==> src/rtl/fifo_level_pkg.sv <==
// Shared types and helpers for the FIFO level monitor.
package fifo_level_pkg;

  typedef enum logic [2:0] {
    Z_EMPTY = 3'd0,
    Z_LOW   = 3'd1,
    Z_MID   = 3'd2,
    Z_HIGH  = 3'd3,
    Z_FULL  = 3'd4
  } zone_t;

  function automatic int unsigned depth_of(input int unsigned addrbits);
    return 32'd1 << addrbits;
  endfunction

endpackage

==> src/rtl/fifo_level_calc.sv <==
// Combinational occupancy decode: pointer difference, validity, flags and zone.
module fifo_level_calc
  import fifo_level_pkg::*;
#(
  parameter int unsigned ADDRBITS = 4
) (
  input  logic [ADDRBITS:0] i_wr_ptr,
  input  logic [ADDRBITS:0] i_rd_ptr,
  input  logic [ADDRBITS:0] i_af_thresh,
  input  logic [ADDRBITS:0] i_ae_thresh,
  output logic [ADDRBITS:0] o_diff,
  output logic [ADDRBITS:0] o_free,
  output logic              o_valid,
  output logic              o_empty,
  output logic              o_full,
  output logic              o_almost_empty,
  output logic              o_almost_full,
  output zone_t             o_zone
);

  localparam logic [ADDRBITS:0] L_DEPTH = (ADDRBITS+1)'(depth_of(ADDRBITS));

  logic [ADDRBITS:0] w_diff;

  // Modular difference; the MSB wrap bit makes it correct across pointer wrap.
  always_comb begin
    w_diff         = i_wr_ptr - i_rd_ptr;
    o_diff         = w_diff;
    o_free         = L_DEPTH - w_diff;
    o_valid        = (w_diff <= L_DEPTH);
    o_empty        = (w_diff == '0);
    o_full         = (w_diff == L_DEPTH);
    o_almost_full  = (w_diff >= i_af_thresh);
    o_almost_empty = (w_diff <= i_ae_thresh);
  end

  // Zone decode; the if-chain order settles overlapping or out-of-range thresholds.
  always_comb begin
    o_zone = Z_MID;
    if (w_diff == '0)               o_zone = Z_EMPTY;
    else if (w_diff == L_DEPTH)     o_zone = Z_FULL;
    else if (w_diff <= i_ae_thresh) o_zone = Z_LOW;
    else if (w_diff >= i_af_thresh) o_zone = Z_HIGH;
  end

endmodule

==> src/rtl/fifo_level_monitor.sv <==
// Registered FIFO occupancy/threshold monitor with zone FSM, watermark and pointer-error flag.
module fifo_level_monitor
  import fifo_level_pkg::*;
#(
  parameter int unsigned ADDRBITS = 4
) (
  input  logic                clk,
  input  logic                rst,
  input  logic [ADDRBITS:0]   wr_ptr_sync,
  input  logic [ADDRBITS:0]   rd_ptr,
  input  logic [ADDRBITS:0]   af_thresh,
  input  logic [ADDRBITS:0]   ae_thresh,
  input  logic                wm_clr,
  input  logic                err_clr,
  output logic [ADDRBITS:0]   used_cnt,
  output logic [ADDRBITS:0]   free_cnt,
  output logic                empty,
  output logic                full,
  output logic                almost_empty,
  output logic                almost_full,
  output logic [2:0]          zone,
  output logic                zone_chg,
  output logic [ADDRBITS:0]   high_wm,
  output logic                ptr_err
);

  localparam logic [ADDRBITS:0] L_DEPTH = (ADDRBITS+1)'(depth_of(ADDRBITS));

  logic [ADDRBITS:0] w_diff, w_free, w_hw_base, w_hw_next;
  logic              w_valid, w_empty, w_full, w_ae, w_af;
  zone_t             w_zone_dec, w_zone_nxt;

  logic [ADDRBITS:0] r_used, r_free, r_hw;
  logic              r_empty, r_full, r_ae, r_af, r_zone_chg, r_err;
  zone_t             r_zone;

  fifo_level_calc #(.ADDRBITS(ADDRBITS)) u_calc (
    .i_wr_ptr       (wr_ptr_sync),
    .i_rd_ptr       (rd_ptr),
    .i_af_thresh    (af_thresh),
    .i_ae_thresh    (ae_thresh),
    .o_diff         (w_diff),
    .o_free         (w_free),
    .o_valid        (w_valid),
    .o_empty        (w_empty),
    .o_full         (w_full),
    .o_almost_empty (w_ae),
    .o_almost_full  (w_af),
    .o_zone         (w_zone_dec)
  );

  // Zone state register.
  always_ff @(posedge clk) begin
    if (rst) r_zone <= Z_EMPTY;
    else     r_zone <= w_zone_nxt;
  end

  // Next zone: follow the decode on a valid difference, hold otherwise.
  always_comb begin
    w_zone_nxt = r_zone;
    if (w_valid) w_zone_nxt = w_zone_dec;
  end

  // Zone outputs.
  always_comb begin
    zone     = r_zone;
    zone_chg = r_zone_chg;
  end

  // Watermark: clear-then-compare, so a clear still lets the new used value win.
  always_comb begin
    w_hw_base = wm_clr ? w_diff : r_hw;
    w_hw_next = (w_diff > w_hw_base) ? w_diff : w_hw_base;
  end

  // Count, flag and watermark registers; an impossible difference freezes them.
  always_ff @(posedge clk) begin
    if (rst) begin
      r_used     <= '0;
      r_free     <= L_DEPTH;
      r_empty    <= 1'b1;
      r_full     <= 1'b0;
      r_ae       <= 1'b1;
      r_af       <= 1'b0;
      r_hw       <= '0;
      r_zone_chg <= 1'b0;
    end else begin
      r_zone_chg <= (w_zone_nxt != r_zone);
      if (w_valid) begin
        r_used  <= w_diff;
        r_free  <= w_free;
        r_empty <= w_empty;
        r_full  <= w_full;
        r_ae    <= w_ae;
        r_af    <= w_af;
        r_hw    <= w_hw_next;
      end
    end
  end

  // Sticky pointer error; a new error outranks a simultaneous clear.
  always_ff @(posedge clk) begin
    if (rst)           r_err <= 1'b0;
    else if (!w_valid) r_err <= 1'b1;
    else if (err_clr)  r_err <= 1'b0;
  end

  always_comb begin
    used_cnt     = r_used;
    free_cnt     = r_free;
    empty        = r_empty;
    full         = r_full;
    almost_empty = r_ae;
    almost_full  = r_af;
    high_wm      = r_hw;
    ptr_err      = r_err;
  end

endmodule
==> config.mk <==
export PLATFORM = sky130hd
export DESIGN_NAME = fifo_level_monitor
export DESIGN_NICKNAME = d
export VERILOG_FILES = /design/src/rtl/fifo_level_pkg.sv /design/src/rtl/fifo_level_calc.sv /design/src/rtl/fifo_level_monitor.sv
export SDC_FILE = /design/constraint.sdc
export NUM_CORES = 1
export LEC_CHECK = 0
export ABC_AREA = 0
export CORE_UTILIZATION = 30
export CTS_CLUSTER_SIZE = 24
export DETAILED_ROUTE_END_ITERATION = 8
export SLEW_MARGIN = 40
export SYNTH_ARGS = -nofsm -noshare
export SYNTH_HDL_FRONTEND = slang
export SYNTH_SLANG_ARGS = --single-unit
==> constraint.sdc <==
create_clock -name clk -period 4.8 [get_ports clk]
set_clock_uncertainty 0.2 [all_clocks]
set_input_delay 0.96 -clock clk [delete_from_list [all_inputs] [get_ports clk]]
set_output_delay 0.96 -clock clk [all_outputs]
set_load 0.1 [all_outputs]
==> Word-level counts from Yosys, hierarchy flattened <==
Index checks and enable logic that the tools add are counted.
{ "classes": {"add_sub_neg": 2, "order_cmp": 4, "eq_ne": 3, "mux": 9, "n_reduce_logical": 1} }
{ "op_table": {"columns": ["op", "count"], "rows": [
  ["3-bit two-way mux", 4],
  ["5-bit two-way mux", 2],
  ["5-bit == test, second input constant", 1],
  ["5-bit greater-or-equal comparator", 1],
  ["5-bit greater-than comparator", 1],
  ["5-bit less-or-equal comparator", 1],
  ["5-bit less-or-equal comparator, second input constant", 1],
  ["5-bit logical NOT", 1],
  ["5-bit subtractor", 1],
  ["5-bit subtractor, first input constant", 1],
  ["1-bit two-way mux", 3],
  ["3-bit inequality test", 1],
  ["2-bit inequality test, second input constant", 1]
]} }
{ "word_totals": {"reg_bits": 24, "in_bits": 24, "output_inout_bits": 24, "elab_cells": 29} }

==> Logic depth before layout (Yosys ltp) <==
Gate-level depths: netlist of run 1.
{ "depth": {"ltp_word": 8, "mapped_depth": 15, "ltp_nobuf": 15} }

==> By module <==
A second synthesis of run 1 with hierarchy kept.
{ "unflattened": {"cells_unflattened": 176, "area_unflattened_um2": 1652.8} }
{ "by_module_without_submodules": {"columns": ["module", "instances", "cells_per_inst", "area_each_um2", "seq_area_each_um2"], "rows": [
  ["fifo_level_monitor", 1, 105, 1097.3, 480.5],
  ["fifo_level_calc", 1, 71, 555.5, 0.0]
]} }

==> Least setup slack after synthesis of run 1 <==
OpenSTA, ideal clock, no wires.
{ "synth_timing": {"kind": "input to register", "startpoint": "in wr_ptr_sync[0]", "endpoint": "reg r_free[1] (netlist: free_cnt[1])", "setup_ns": 0.128, "arrival_time_ns": 3.724, "required_time_ns": 4.472, "path_slack_ns": 0.748, "cell_stages": 14, "path_buffers": 2, "cell_sequence": "inv_1 ha_1 inv_1 fa_1 a21o_1 a21oi_2 xnor2_1 inv_1 ha_1 clkbuf_1 nor4_2 buf_2 mux2i_1 nor2_1"} }
{ "synth_between": {"elab_chain_len": 2, "elab_cells_between_ends": 3, "classes_between": "2 x add/sub; 1 x order compare"} }
{ "synth_lines": {"columns": ["item", "line", "source"], "rows": [
  ["from (decl)", "fifo_level_monitor.sv:9", "input logic [ADDRBITS:0] wr_ptr_sync,"],
  ["5-bit subtractor", "fifo_level_calc.sv:27", "w_diff = i_wr_ptr - i_rd_ptr;"],
  ["via u_calc.o_diff[4]", "fifo_level_calc.sv:11", "output logic [ADDRBITS:0] o_diff,"],
  ["5-bit less-or-equal comparator", "fifo_level_calc.sv:30", "o_valid = (w_diff <= L_DEPTH);"],
  ["to (signal assigned)", "fifo_level_monitor.sv:91", "r_free <= w_free;"],
  ["to (decl)", "fifo_level_monitor.sv:33", "logic [ADDRBITS:0] r_used, r_free, r_hw;"]
]} }
The timed path passes the listed nets, and every way through them passes these cells.
A chain may end at the register's enable or synchronous reset.

==> Worst setup path in the final report of run 1 <==
{ "layout_timing": {"startpoint": "in rd_ptr[0]", "endpoint": "reg r_zone[0] (netlist: zone[0])"} }
{ "layout_between": {"elab_chain_len": 7, "elab_cells_between_ends": 11, "classes_between": "1 x add/sub; 3 x order compare; 1 x eq/ne; 5 x mux; 1 x reduce/logical"} }
{ "layout_lines": {"columns": ["item", "line", "source"], "rows": [
  ["from (decl)", "fifo_level_monitor.sv:10", "input logic [ADDRBITS:0] rd_ptr,"],
  ["5-bit subtractor (*)", "fifo_level_calc.sv:27", null],
  ["via u_calc.o_diff[4]", "fifo_level_calc.sv:11", null],
  ["5-bit greater-or-equal comparator", "fifo_level_calc.sv:43", "else if (w_diff >= i_af_thresh) o_zone = Z_HIGH;"],
  ["1-bit two-way mux", "fifo_level_calc.sv:43", null],
  ["3-bit two-way mux", "fifo_level_calc.sv:42", "else if (w_diff <= i_ae_thresh) o_zone = Z_LOW;"],
  ["3-bit two-way mux", "fifo_level_calc.sv:41", "else if (w_diff == L_DEPTH) o_zone = Z_FULL;"],
  ["3-bit two-way mux", "fifo_level_calc.sv:40", "if (w_diff == '0) o_zone = Z_EMPTY;"],
  ["3-bit two-way mux (*)", "fifo_level_monitor.sv:61", "if (w_valid) w_zone_nxt = w_zone_dec;"],
  ["to (signal assigned)", "fifo_level_monitor.sv:55", "else r_zone <= w_zone_nxt;"],
  ["to (decl)", "fifo_level_monitor.sv:35", "zone_t r_zone;"]
]} }
The timed path passes the listed nets; every way through them passes the cells marked *.

==> results.py, run 1 <==
metrics = {
    "placed_design": {
        "io_buffers": 47,
        "gp_congestion": 0.746,
        "dp.cells": 295,
        "dp_hpwl_um": 2720,
        "dpl-instance-area_mm2": 0.00201,
    },
    "min_path": {
        "hold_start": "used_cnt[3]",
        "holdPathEnd": "used_cnt[3]",
        "hold_depth": 2,
        "hold_path_class": "register to register",
    },
    "floorplanning": {
        "fp.dieW_um": 74.2,
        "die_h_um": 74.2,
        "start_util_pct": 32.1,
        "core_mm2": 0.00488,
        "num_rows": 25,
        "io-pin-count": 48,
        "die_area_mm2": 0.00551,
    },
    "outcome": {
        "outcome": "finished, final reports clean",
    },
    "yosys": {
        "syn_avg_cell_area_um2": 8.55,
        "ys_ff_latch": 23,
        "synth_edf_count": 0,
        "yosysMostFrequentCell": "dfxtp_1",
        "yosysWarnings": 0,
        "yosysSeqAreaShare_pct": 29.4,
        "syn_inst": 183,
        "post-synth-top-area-fraction_pct": 29.4,
        "synth_cell_types": 41,
        "synth_area_mm2": 0.00156,
        "yosys-top-cells-count": "23 x dfxtp_1, 22 x ha_1, 18 x inv_1, 18 x nor2_1, 14 x a21oi_1",
        "synth_nets": 230,
        "yosys.area.top_type": "dfxtp_1",
        "async_flop_share_pct": 0,
        "yosys_most_used_dff": "dfxtp_1",
        "netlist_top_cells_area": "dfxtp_1 29%, ha_1 18%, a21oi_1 4.5%",
    },
    "job": {
        "max_cap_violations": 0,
    },
    "clock_tree": {
        "cts_root_buf": "clkbuf_8",
        "htree_levels": 1,
        "cts_tree": "yes",
        "post_cts_buffers": 0,
        "cts_hold_repair.buffers": 0,
        "cts_resized": 0,
        "clkLatencyLatePin_ps": 260,
        "numClockSinks": 23,
        "clock_path_buffers": 2,
        "cts.clk_slew.worst_paths_ps": 80,
        "numCtsBuffers": 3,
    },
    "routing": {
        "vias_per_cell": 4.78,
        "drt-initial-drc-count": 53,
        "drt_wl_total_um": 3470,
        "ant_nets": 0,
        "firstDrtPassIters": 5,
        "vias": 1428,
        "drc_errors": 0,
        "wire_per_inst_um": 11.6,
    },
    "timing": {
        "hold_viol": 0,
        "maxSlewHeadroom_pct": 56.6,
        "fin_crit_ps": 4230,
        "finalSetupViolCount": 0,
        "finalSetupTns_ps": 0,
        "post-route-period-util_pct": 88.0,
        "slew_violations": 0,
        "rsz0062_at_grt": "no",
        "clock.fmax_ghz": 0.237,
        "tightestPinTransition_ps": 646,
        "whs_ps": 267,
    },
    "power": {
        "switchingPower_uw": 550,
        "leakage_nw": 0.981,
        "power.share.sequential_pct": 25.4,
        "swShare_pct": 54.5,
        "p_clk_share_pct": 11.8,
        "power_density_mw_per_mm2": 492,
        "p_int_uw": 459,
        "power_frac_comb_pct": 62.8,
        "ir_drop_v": 0.000273,
    },
    "cells_and_area": {
        "area_delta_synth_final_pct": 31.2,
        "post-route-util_pct": 42.1,
        "final_layout_size_suffix_gt1_share_pct": 16.8,
        "antenna_cells": 0,
        "design_area_mm2": 0.00205,
        "fillers": 528,
        "fin_cells": 299,
        "fin_nets": 280,
    },
    "global_route": {
        "grt_max_degree": 25,
        "grt_pass1_wl_um": 6320,
        "grt-ovfl-total": 0,
        "antenna_found_initial": 0,
        "grt_pass1_vias": 1418,
        "grt_usage_pct": 14.6,
    },
    "setup_path": {
        "crit_type": "input port to register",
        "cp_slowest_cell": "clkdlybuf4s50_1",
        "startpoint_type": "input port",
        "reg2regPathDepth": 8,
        "cp.depth": 15,
        "r2r-end": "high_wm[2]",
        "crit_arrival_ps": 4220,
        "slowest_delay_ps": 460,
        "r2r_start": "high_wm[1]",
        "path_cells": "clkdlybuf4s50_1 -> ha_1 -> inv_1 -> fa_1 -> a21o_1 -> a21oi_2 -> xnor2_1 -> inv_1 -> ha_1 -> nand2_1 -> a211oi_1 -> o22ai_1 -> nor2b_1 -> or4_1 -> a21oi_1",
        "path_buf_inv": 3,
        "cp-end-kind": "register",
        "r2r_slack_ps": 2710,
        "cpLargestDelayFamily": "compound AO/OA/AOI/OAI gates",
        "cp.required_ps": 4790,
        "crit_path_max_fanout": 6,
    },
}
power by group through the flow:
stage	Sequential (mW)	Clock, mW	Combinational [mW]
2_1_floorplan	0.541	0	0.234
3_3_place_gp	0.264	0	0.671
3_5_place_dp	0.262	0	0.636
4_1_cts	0.257	0.125	0.638
5_1_grt	0.262	0.133	0.684
6_report	0.256	0.119	0.634
kinds of logic (layout without fill, tap and decap cells):
family	Yosys count	count (layout)	synth area share, %
buf+inv	26	75	7.12
compound gates	44	44	18.6
flops	23	23	29.4
fa+ha+maj	23	23	18.9
xor+xnor	6	6	3.36
simple gates	54	54	18.1
mux	7	7	4.48
tightest hold or removal path, stage by stage, from the launching register on:
cell	delay [ps]
dfxtp_1	320
nand2_1	50
a21oi_1	50
cells in the final DEF, fill, tap and decap left out, types with 2 or more instances in the layout:
cell	instances
ha_1	22
dfxtp_1	23
nand2_1	7
a21o_1	2
nor2_1	18
clkdlybuf4s50_1	22
a211o_1	4
nand2b_1	3
buf_4	5
o211a_1	2
a21oi_1	14
o211ai_1	2
mux2i_1	7
or4_1	3
a211oi_1	7
nor2b_1	3
and3_1	2
nand3_1	6
buf_2	25
xnor2_1	5
clkbuf_8	3
o21ai_0	6
nor3_1	4
inv_1	18
cell type report:
type	instances	area [um2]	share of cell area (%)
Sequential cell	23	460	22.4
Timing Repair Buffer	53	403	19.6
Clock buffer	4	45.0	2.20
Multi-Input combinational cell	134	992	48.4
Tap cell	67	83.8	4.09
Inverter	18	67.6	3.29
state kept, by name, summed over array words and instances, names as in the netlist, 3 cells and up:
name,count
used_cnt,5
free_cnt,4
high_wm,5
zone,3
per-layer routing:
layer	share of wire, %	vias to the layer above	global-route usage [%]
li1	-	744	-
met1	49	648	19.5
met2	46	34	24.3
met3	4.9	2	3.39
met4	0.38	0	2.35
met5	0	-	0
through the flow:
stage          total power, mW  worst slack [ps]
2_1_floorplan            0.775               748
3_3_place_gp             0.935               310
3_5_place_dp             0.898               267
4_1_cts                   1.02               546
5_1_grt                   1.08               279
6_report                  1.01               574
how the worst max path moves through the flow:
| stage | startpoint | endpoint | slack (ps) |
|---|---|---|---|
| finish | rd_ptr[0] | zone[0] | 570 |
| detailed placement | rd_ptr[0] | zone[0] | 270 |
| CTS | rd_ptr[0] | zone[0] | 550 |
| floorplan | wr_ptr_sync[0] | free_cnt[1] | 750 |
| global route | rd_ptr[1] | zone[0] | 280 |
| global placement | rd_ptr[0] | zone[0] | 310 |
Power figures use the tool's default switching activity.
==> run 2: changes to the inputs <==
==> constraint.sdc (replaced) <==
create_clock -name clk -period 4.85 [get_ports clk]
set_clock_uncertainty 0.2 [all_clocks]
set_input_delay 0.97 -clock clk [delete_from_list [all_inputs] [get_ports clk]]
set_output_delay 0.97 -clock clk [all_outputs]
set_load 0.1 [all_outputs]
==> results.py, run 2 (synthesis results as in run 1) <==
metrics = {
    "outcome": {
        "outcome": "finished, final reports clean",
    },
    "clock_tree": {
        "clkLatencyLatePin_ps": 260,
        "numCtsBuffers": 3,
        "cts_root_buf": "clkbuf_8",
        "clock_path_buffers": 2,
        "cts_hold_repair.buffers": 0,
        "numClockSinks": 23,
        "cts.clk_slew.worst_paths_ps": 80,
        "cts_resized": 0,
        "htree_levels": 1,
        "post_cts_buffers": 0,
        "cts_tree": "yes",
    },
    "floorplanning": {
        "io-pin-count": 48,
        "fp.dieW_um": 74.2,
        "core_mm2": 0.00488,
        "start_util_pct": 32.1,
        "die_h_um": 74.2,
        "die_area_mm2": 0.00551,
        "num_rows": 25,
    },
    "setup_path": {
        "slowest_delay_ps": 460,
        "crit_arrival_ps": 4230,
        "crit_path_start": "rd_ptr[0]",
        "crit_path_max_fanout": 6,
        "cp.required_ps": 4840,
        "path_buf_inv": 3,
        "r2r_slack_ps": 2750,
        "reg2regPathDepth": 8,
        "r2r_start": "high_wm[1]",
        "cp_slowest_cell": "clkdlybuf4s50_1",
        "r2r-end": "high_wm[0]",
        "crit_end": "zone[0]",
        "path_cells": "clkdlybuf4s50_1 -> ha_1 -> inv_1 -> fa_1 -> a21o_1 -> a21oi_2 -> xnor2_1 -> inv_1 -> ha_1 -> nand2_1 -> a211oi_1 -> o22ai_1 -> nor2b_1 -> or4_1 -> a21oi_1",
        "cpLargestDelayFamily": "compound AO/OA/AOI/OAI gates",
        "startpoint_type": "input port",
        "cp.depth": 15,
        "crit_type": "input port to register",
        "cp-end-kind": "register",
    },
    "timing": {
        "hold_viol": 0,
        "fin_crit_ps": 4240,
        "rsz0062_at_grt": "no",
        "finalSetupTns_ps": 0,
        "maxSlewHeadroom_pct": 62.7,
        "post-route-period-util_pct": 87.4,
        "tightestPinTransition_ps": 555,
        "finalSetupViolCount": 0,
        "clock.fmax_ghz": 0.236,
        "slew_violations": 0,
        "setup_ws_ps": 613,
    },
    "power": {
        "ir_drop_v": 0.000248,
        "power_density_mw_per_mm2": 488,
        "leakage_nw": 0.981,
        "p_total_mw": 1.00,
    },
    "routing": {
        "wire_per_inst_um": 11.7,
        "vias_per_cell": 4.71,
        "drt_wl_total_um": 3490,
        "drc_errors": 0,
        "ant_nets": 0,
        "drt-initial-drc-count": 76,
        "firstDrtPassIters": 4,
        "vias": 1409,
    },
    "placed_design": {
        "dpl-instance-area_mm2": 0.00201,
        "gp_congestion": 0.742,
        "dp_hpwl_um": 2730,
        "place_ws_ps": 298,
        "io_buffers": 47,
    },
    "min_path": {
        "hold_path_class": "register to register",
    },
    "cells_and_area": {
        "final_common_cell": "buf_2",
        "area_delta_synth_final_pct": 31.2,
        "final_layout_size_suffix_gt1_share_pct": 16.8,
        "post-route-util_pct": 42.1,
        "fin_nets": 280,
        "antenna_cells": 0,
        "fillers": 509,
        "final_cell_mix": "25 x buf_2, 23 x dfxtp_1, 22 x ha_1, 22 x clkdlybuf4s50_1",
        "design_area_mm2": 0.00205,
    },
    "global_route": {
        "grt-ovfl-total": 0,
        "grt_pass1_vias": 1424,
        "grt_max_degree": 25,
        "grt_usage_pct": 14.6,
        "grt_pass1_wl_um": 6320,
        "antenna_found_initial": 0,
    },
    "job": {
        "max_cap_violations": 0,
    },
}
-- run 2: cell counts in the layout (fill, tap and decap cells not counted) --
Identical to the previous run, type by type.
-- run 2: where the power goes --
group / leakage [nW] / internal [mW] / total (mW) / switching, mW
registers: 0.190 / 0.228 / 0.255 / 0.0263
logic: 0.769 / 0.168 / 0.628 / 0.460
clock network: 0.0228 / 0.0586 / 0.119 / 0.0603
total: 0.981 / 0.455 / 1.00 / 0.546
-- run 2: metrics by stage --
stage | hold slack (ps) | cells
after floorplan | 685 | 183
after global placement | 260 | 295
after detailed placement | 254 | 295
after CTS | 273 | 299
after global routing | 311 | 299
final | 271 | 299
-- run 2: layer usage --
| metal | up-vias | wire, um | GRT usage [%] |
|---|---|---|---|
| met2 | 37 | 1530 | 23.4 |
| met4 | 0 | 0 | 1.92 |
| met5 | - | 0 | 0 |
| met1 | 624 | 1780 | 20.3 |
| li1 | 748 | - | - |
| met3 | 0 | 177 | 3.39 |
-- run 2: worst min path at each step --
| stage | startpoint | to | slack, ps | cells after the start |
|---|---|---|---|---|
| floorplan | used_cnt[3] | used_cnt[3] | 680 | 2 |
| global placement | used_cnt[3] | used_cnt[3] | 260 | 2 |
| detailed placement | used_cnt[3] | used_cnt[3] | 250 | 2 |
| CTS | used_cnt[3] | used_cnt[3] | 270 | 2 |
| global route | used_cnt[3] | used_cnt[3] | 310 | 2 |
| finish | used_cnt[3] | used_cnt[3] | 270 | 2 |
-- run 2: tightest hold or removal path: stages (launching register included) --
cell and delay, ps:
dfxtp_1 320, nand2_1 50, a21oi_1 60
-- run 2: layout make-up --
cell class	instances	area (um2)	share of cell area, %
Multi-Input combinational cell	134	992	48.4
Clock buffer	4	45.0	2.20
Timing Repair Buffer	53	403	19.6
Inverter	18	67.6	3.29
Sequential cell	23	460	22.4
Tap cell	67	83.8	4.09
==> RTL change 1: new RTL, settings of run 1 <==
`ADDRBITS` is set to 4 in 2 places; all go to 3.
--- a/src/rtl/fifo_level_calc.sv
+++ b/src/rtl/fifo_level_calc.sv
@@ -2,7 +2,7 @@
 module fifo_level_calc
   import fifo_level_pkg::*;
 #(
-  parameter int unsigned ADDRBITS = 4
+  parameter int unsigned ADDRBITS = 3
 ) (
   input  logic [ADDRBITS:0] i_wr_ptr,
   input  logic [ADDRBITS:0] i_rd_ptr,
--- a/src/rtl/fifo_level_monitor.sv
+++ b/src/rtl/fifo_level_monitor.sv
@@ -2,7 +2,7 @@
 module fifo_level_monitor
   import fifo_level_pkg::*;
 #(
-  parameter int unsigned ADDRBITS = 4
+  parameter int unsigned ADDRBITS = 3
 ) (
   input  logic                clk,
   input  logic                rst,
Ports: changed (7 resized); port bits go from 48 to 41. The function was not compared with the original's and may differ.
==> RTL change 1 against run 1 <==
Wire length shrank 14%; sequential cell count shrank 3; total power shrank 13%; cell area shrank 15%; largest power group unchanged; critical path depth shrank 2; synthesized area shrank 15%; combinational power shrank 22%; worst setup slack gained 320 ps.
==> RTL change 1: results <==
{
  "status": "completed",
  "synth_cell_types": 40,
  "hpwl_um": 2440,
  "vdd_drop_max_mv": 0.138,
  "netlist_top_cells_count": "dfxtp_1 (20), ha_1 (16), a21oi_1 (14), inv_1 (14), nand2_1 (13)",
  "drt_pre_antenna_iters": 4,
  "r2r_slack_ps": 2680,
  "synthAdderAreaFrac_pct": 16.5,
  "critPathMaxFanout": 14,
  "power_frac_clock_pct": 19.4,
  "place_ws_ps": 609,
  "post_drt_wl_per_cell_um": 12.6,
  "ys_seq_area_share_pct": 30.0,
  "final.period_utilization_pct": 81.5,
  "grt_max_degree": 16,
  "wirelength_um": 2990,
  "syn_nets": 183,
  "met1_length_um": 1310,
  "worstReg2RegEnd": "high_wm[0]$_SDFFE_PP0N_",
  "port_buffers": 40,
  "place_area_um2": 1670,
  "p_switching_mw": 0.447,
  "p_leak_nw": 0.805,
  "holdWs_ps": 251,
  "seq-power_mw": 0.214,
  "max_slew_margin_pct": 60.3,
  "ys.flop_type": "dfxtp_1",
  "final_nets": 225,
  "fillers": 429,
  "vias": 1147,
  "gp_congestion": 0.855,
  "netlist_instances": 146,
  "drive_gt1_share_pct": 23.5,
  "track_usage_pct": 14.6,
  "endpoint": "zone_chg$_SDFF_PP0_",
  "crit_path_start": "rd_ptr[2]",
  "synth_compound_gate_area_share_pct": 19.4,
  "synth_area_leaders": "dfxtp_1 (30%), ha_1 (15%), a21oi_1 (5.2%)",
  "muxShareOfSynthArea_pct": 4.12,
  "min-delay-start": "used_cnt[1]$_SDFFE_PP0N_"
}
## RTL change 1: cell count changes after synthesis, moves of 4 or more
| cell | run 1 | this run |
|---|---|---|
| inv_1 | 18 | 14 |
| nor2_1 | 18 | 12 |
| o21ai_0 | 6 | 0 |
| a211oi_1 | 7 | 0 |
| a211o_1 | 4 | 0 |
| o21a_1 | 1 | 6 |
| nand2_1 | 7 | 13 |
| xnor2_1 | 5 | 0 |
| nand3_1 | 6 | 0 |
| ha_1 | 22 | 16 |
## RTL change 1: final cells by class
class / count / area (um^2) / share of cell area, %
well taps: 50 / 62.6 / 3.60
flip-flops and latches: 20 / 400 / 23.0
clock buffers: 3 / 41.3 / 2.37
clock inverters: 1 / 30.0 / 1.73
repair buffers: 41 / 303 / 17.4
inverters: 15 / 58.8 / 3.38
multi-input cells: 107 / 843 / 48.5
## RTL change 1: metal layers
layer / track usage, % / vias up
li1: - / 586
met1: 17.0 / 528
met2: 26.3 / 29
met3: 2.80 / 4
met4: 5.36 / 0
met5: 0 / -
==> RTL change 2: new RTL, flow settings as in run 1 <==
Made on the original files. Reset style: asynchronous (`rst`), changed in 3 clocked blocks.
--- a/src/rtl/fifo_level_monitor.sv
+++ b/src/rtl/fifo_level_monitor.sv
@@ -50,7 +50,7 @@
   );
 
   // Zone state register.
-  always_ff @(posedge clk) begin
+  always_ff @(posedge clk or posedge rst) begin
     if (rst) r_zone <= Z_EMPTY;
     else     r_zone <= w_zone_nxt;
   end
@@ -74,7 +74,7 @@
   end
 
   // Count, flag and watermark registers; an impossible difference freezes them.
-  always_ff @(posedge clk) begin
+  always_ff @(posedge clk or posedge rst) begin
     if (rst) begin
       r_used     <= '0;
       r_free     <= L_DEPTH;
@@ -99,7 +99,7 @@
   end
 
   // Sticky pointer error; a new error outranks a simultaneous clear.
-  always_ff @(posedge clk) begin
+  always_ff @(posedge clk or posedge rst) begin
     if (rst)           r_err <= 1'b0;
     else if (!w_valid) r_err <= 1'b1;
     else if (err_clr)  r_err <= 1'b0;
Check against the original RTL: differs if rst is asserted again (counterexample within 4 cycles, from zero or initial values and one cycle with rst high); with rst held inactive, the same outputs for 10 cycles.
==> RTL change 2 against run 1 <==
Cell area increased by 10%; wire length increased by 5.3%; core utilization decreased by 1.5 points; worst setup slack got worse by 30 ps; sequential cell count unchanged; synthesized area increased by 12%; critical endpoint is now zone_chg$_DFF_PP0_; largest cell class unchanged; highest routed layer unchanged.
Power is left out: the tool's default activity adds up to more than one toggle a clock period on the data nets, which glitch-free logic cannot reach.
==> RTL change 2: results <==
{
  "status": "completed",
  "ys_seq_area_share_pct": 33.0,
  "synth_area_leaders": "dfrtp_1 (29%), ha_1 (16%), mux2_2 (5.8%)",
  "hold_depth": 1,
  "hpwl_um": 2990,
  "critPathMaxFanout": 7,
  "min-delay-start": "full$_DFFE_PP0N_",
  "synth_cell_types": 49,
  "critPathArrivalTime_ps": 4230,
  "drt_pre_antenna_iters": 4,
  "syn_nets": 203,
  "worstReg2RegEnd": "high_wm[4]$_DFFE_PP0N_",
  "fillers": 579,
  "reg2regPathDepth": 7,
  "track_usage_pct": 13.3,
  "gp_congestion": 0.723,
  "rr_startpoint": "high_wm[1]$_DFFE_PP0N_",
  "drive_gt1_share_pct": 31.9,
  "grt_pass1_wl_um": 6430,
  "grt_max_degree": 24,
  "async_flop_share_pct": 100,
  "vias": 1305,
  "netlist_top_cells_count": "inv_1 (23), ha_1 (22), dfrtp_1 (20)",
  "r2r_slack_ps": 2570,
  "crit_path_start": "rd_ptr[0]",
  "cts-root-buf": "clkbuf_8",
  "drtIter0Drc": 33,
  "critPathSlowestCell": "or3b_2",
  "holdPathEnd": "full$_DFFE_PP0N_",
  "endpoint": "zone_chg$_DFF_PP0_"
}
## RTL change 2: changes by cell type after synthesis, moves of 5 or more
cell      delta
dfrtp_1     +20
mux2_2       +9
inv_1        +5
nand2_1      -6
a211oi_1     -7
dfxtp_1     -23
nor2_1      -14
a21oi_1      -9
## RTL change 2: cell families after synthesis
group / Yosys count / share of synthesized area (%)
compound gates: 28 / 13.1
xor+xnor: 5 / 4.00
fa+ha+maj: 23 / 16.8
buf+inv: 28 / 7.13
flops: 23 / 33.0
mux: 20 / 13.2
simple gates: 29 / 12.7
## RTL change 2: metrics by stage
step | hold slack [ps] | worst slack (ps) | area, um^2 | util [%] | std cells
floorplan | 647 | 668 | 1750 | - | 156
global placement | 270 | 347 | 2340 | 41.9 | 278
detailed placement | 269 | 242 | 2220 | 39.8 | 278
CTS | 289 | 526 | 2260 | 40.6 | 282
global route | 308 | 362 | 2260 | 40.6 | 282
finish | 282 | 544 | 2260 | 40.6 | 282
## RTL change 2: worst max-delay path, delay by kind of cell
family / cells / cell delay, ps
adders and majority gates: 3 / 900
and+or+nand+nor: 4 / 1020
AOI/OAI and AO/OA: 3 / 530
xor gates and xnor gates: 1 / 160
buffers and inverters: 3 / 660
## RTL change 2: area by class of cell
type	count	area (um^2)	area share [%]
flip-flops and latches	23	579	25.6
repair buffers	55	410	18.1
clock buffers	3	41.3	1.83
inverters	23	86.3	3.82
well taps	72	90.1	3.98
multi-input cells	105	1050	46.4
clock inverters	1	5.00	0.221
## RTL change 2: routing by layer
layer  vias to the layer above  wire length [um]  global-route usage (%)  part of all wire (%)
met5                         -                 0                       0                     0
met4                         0                15                    2.22                  0.41
met3                         2               142                    2.91                   3.9
met2                        31              1700                    22.6                    47
met1                       610              1790                    17.5                    49
li1                        662                 -                       -                     -
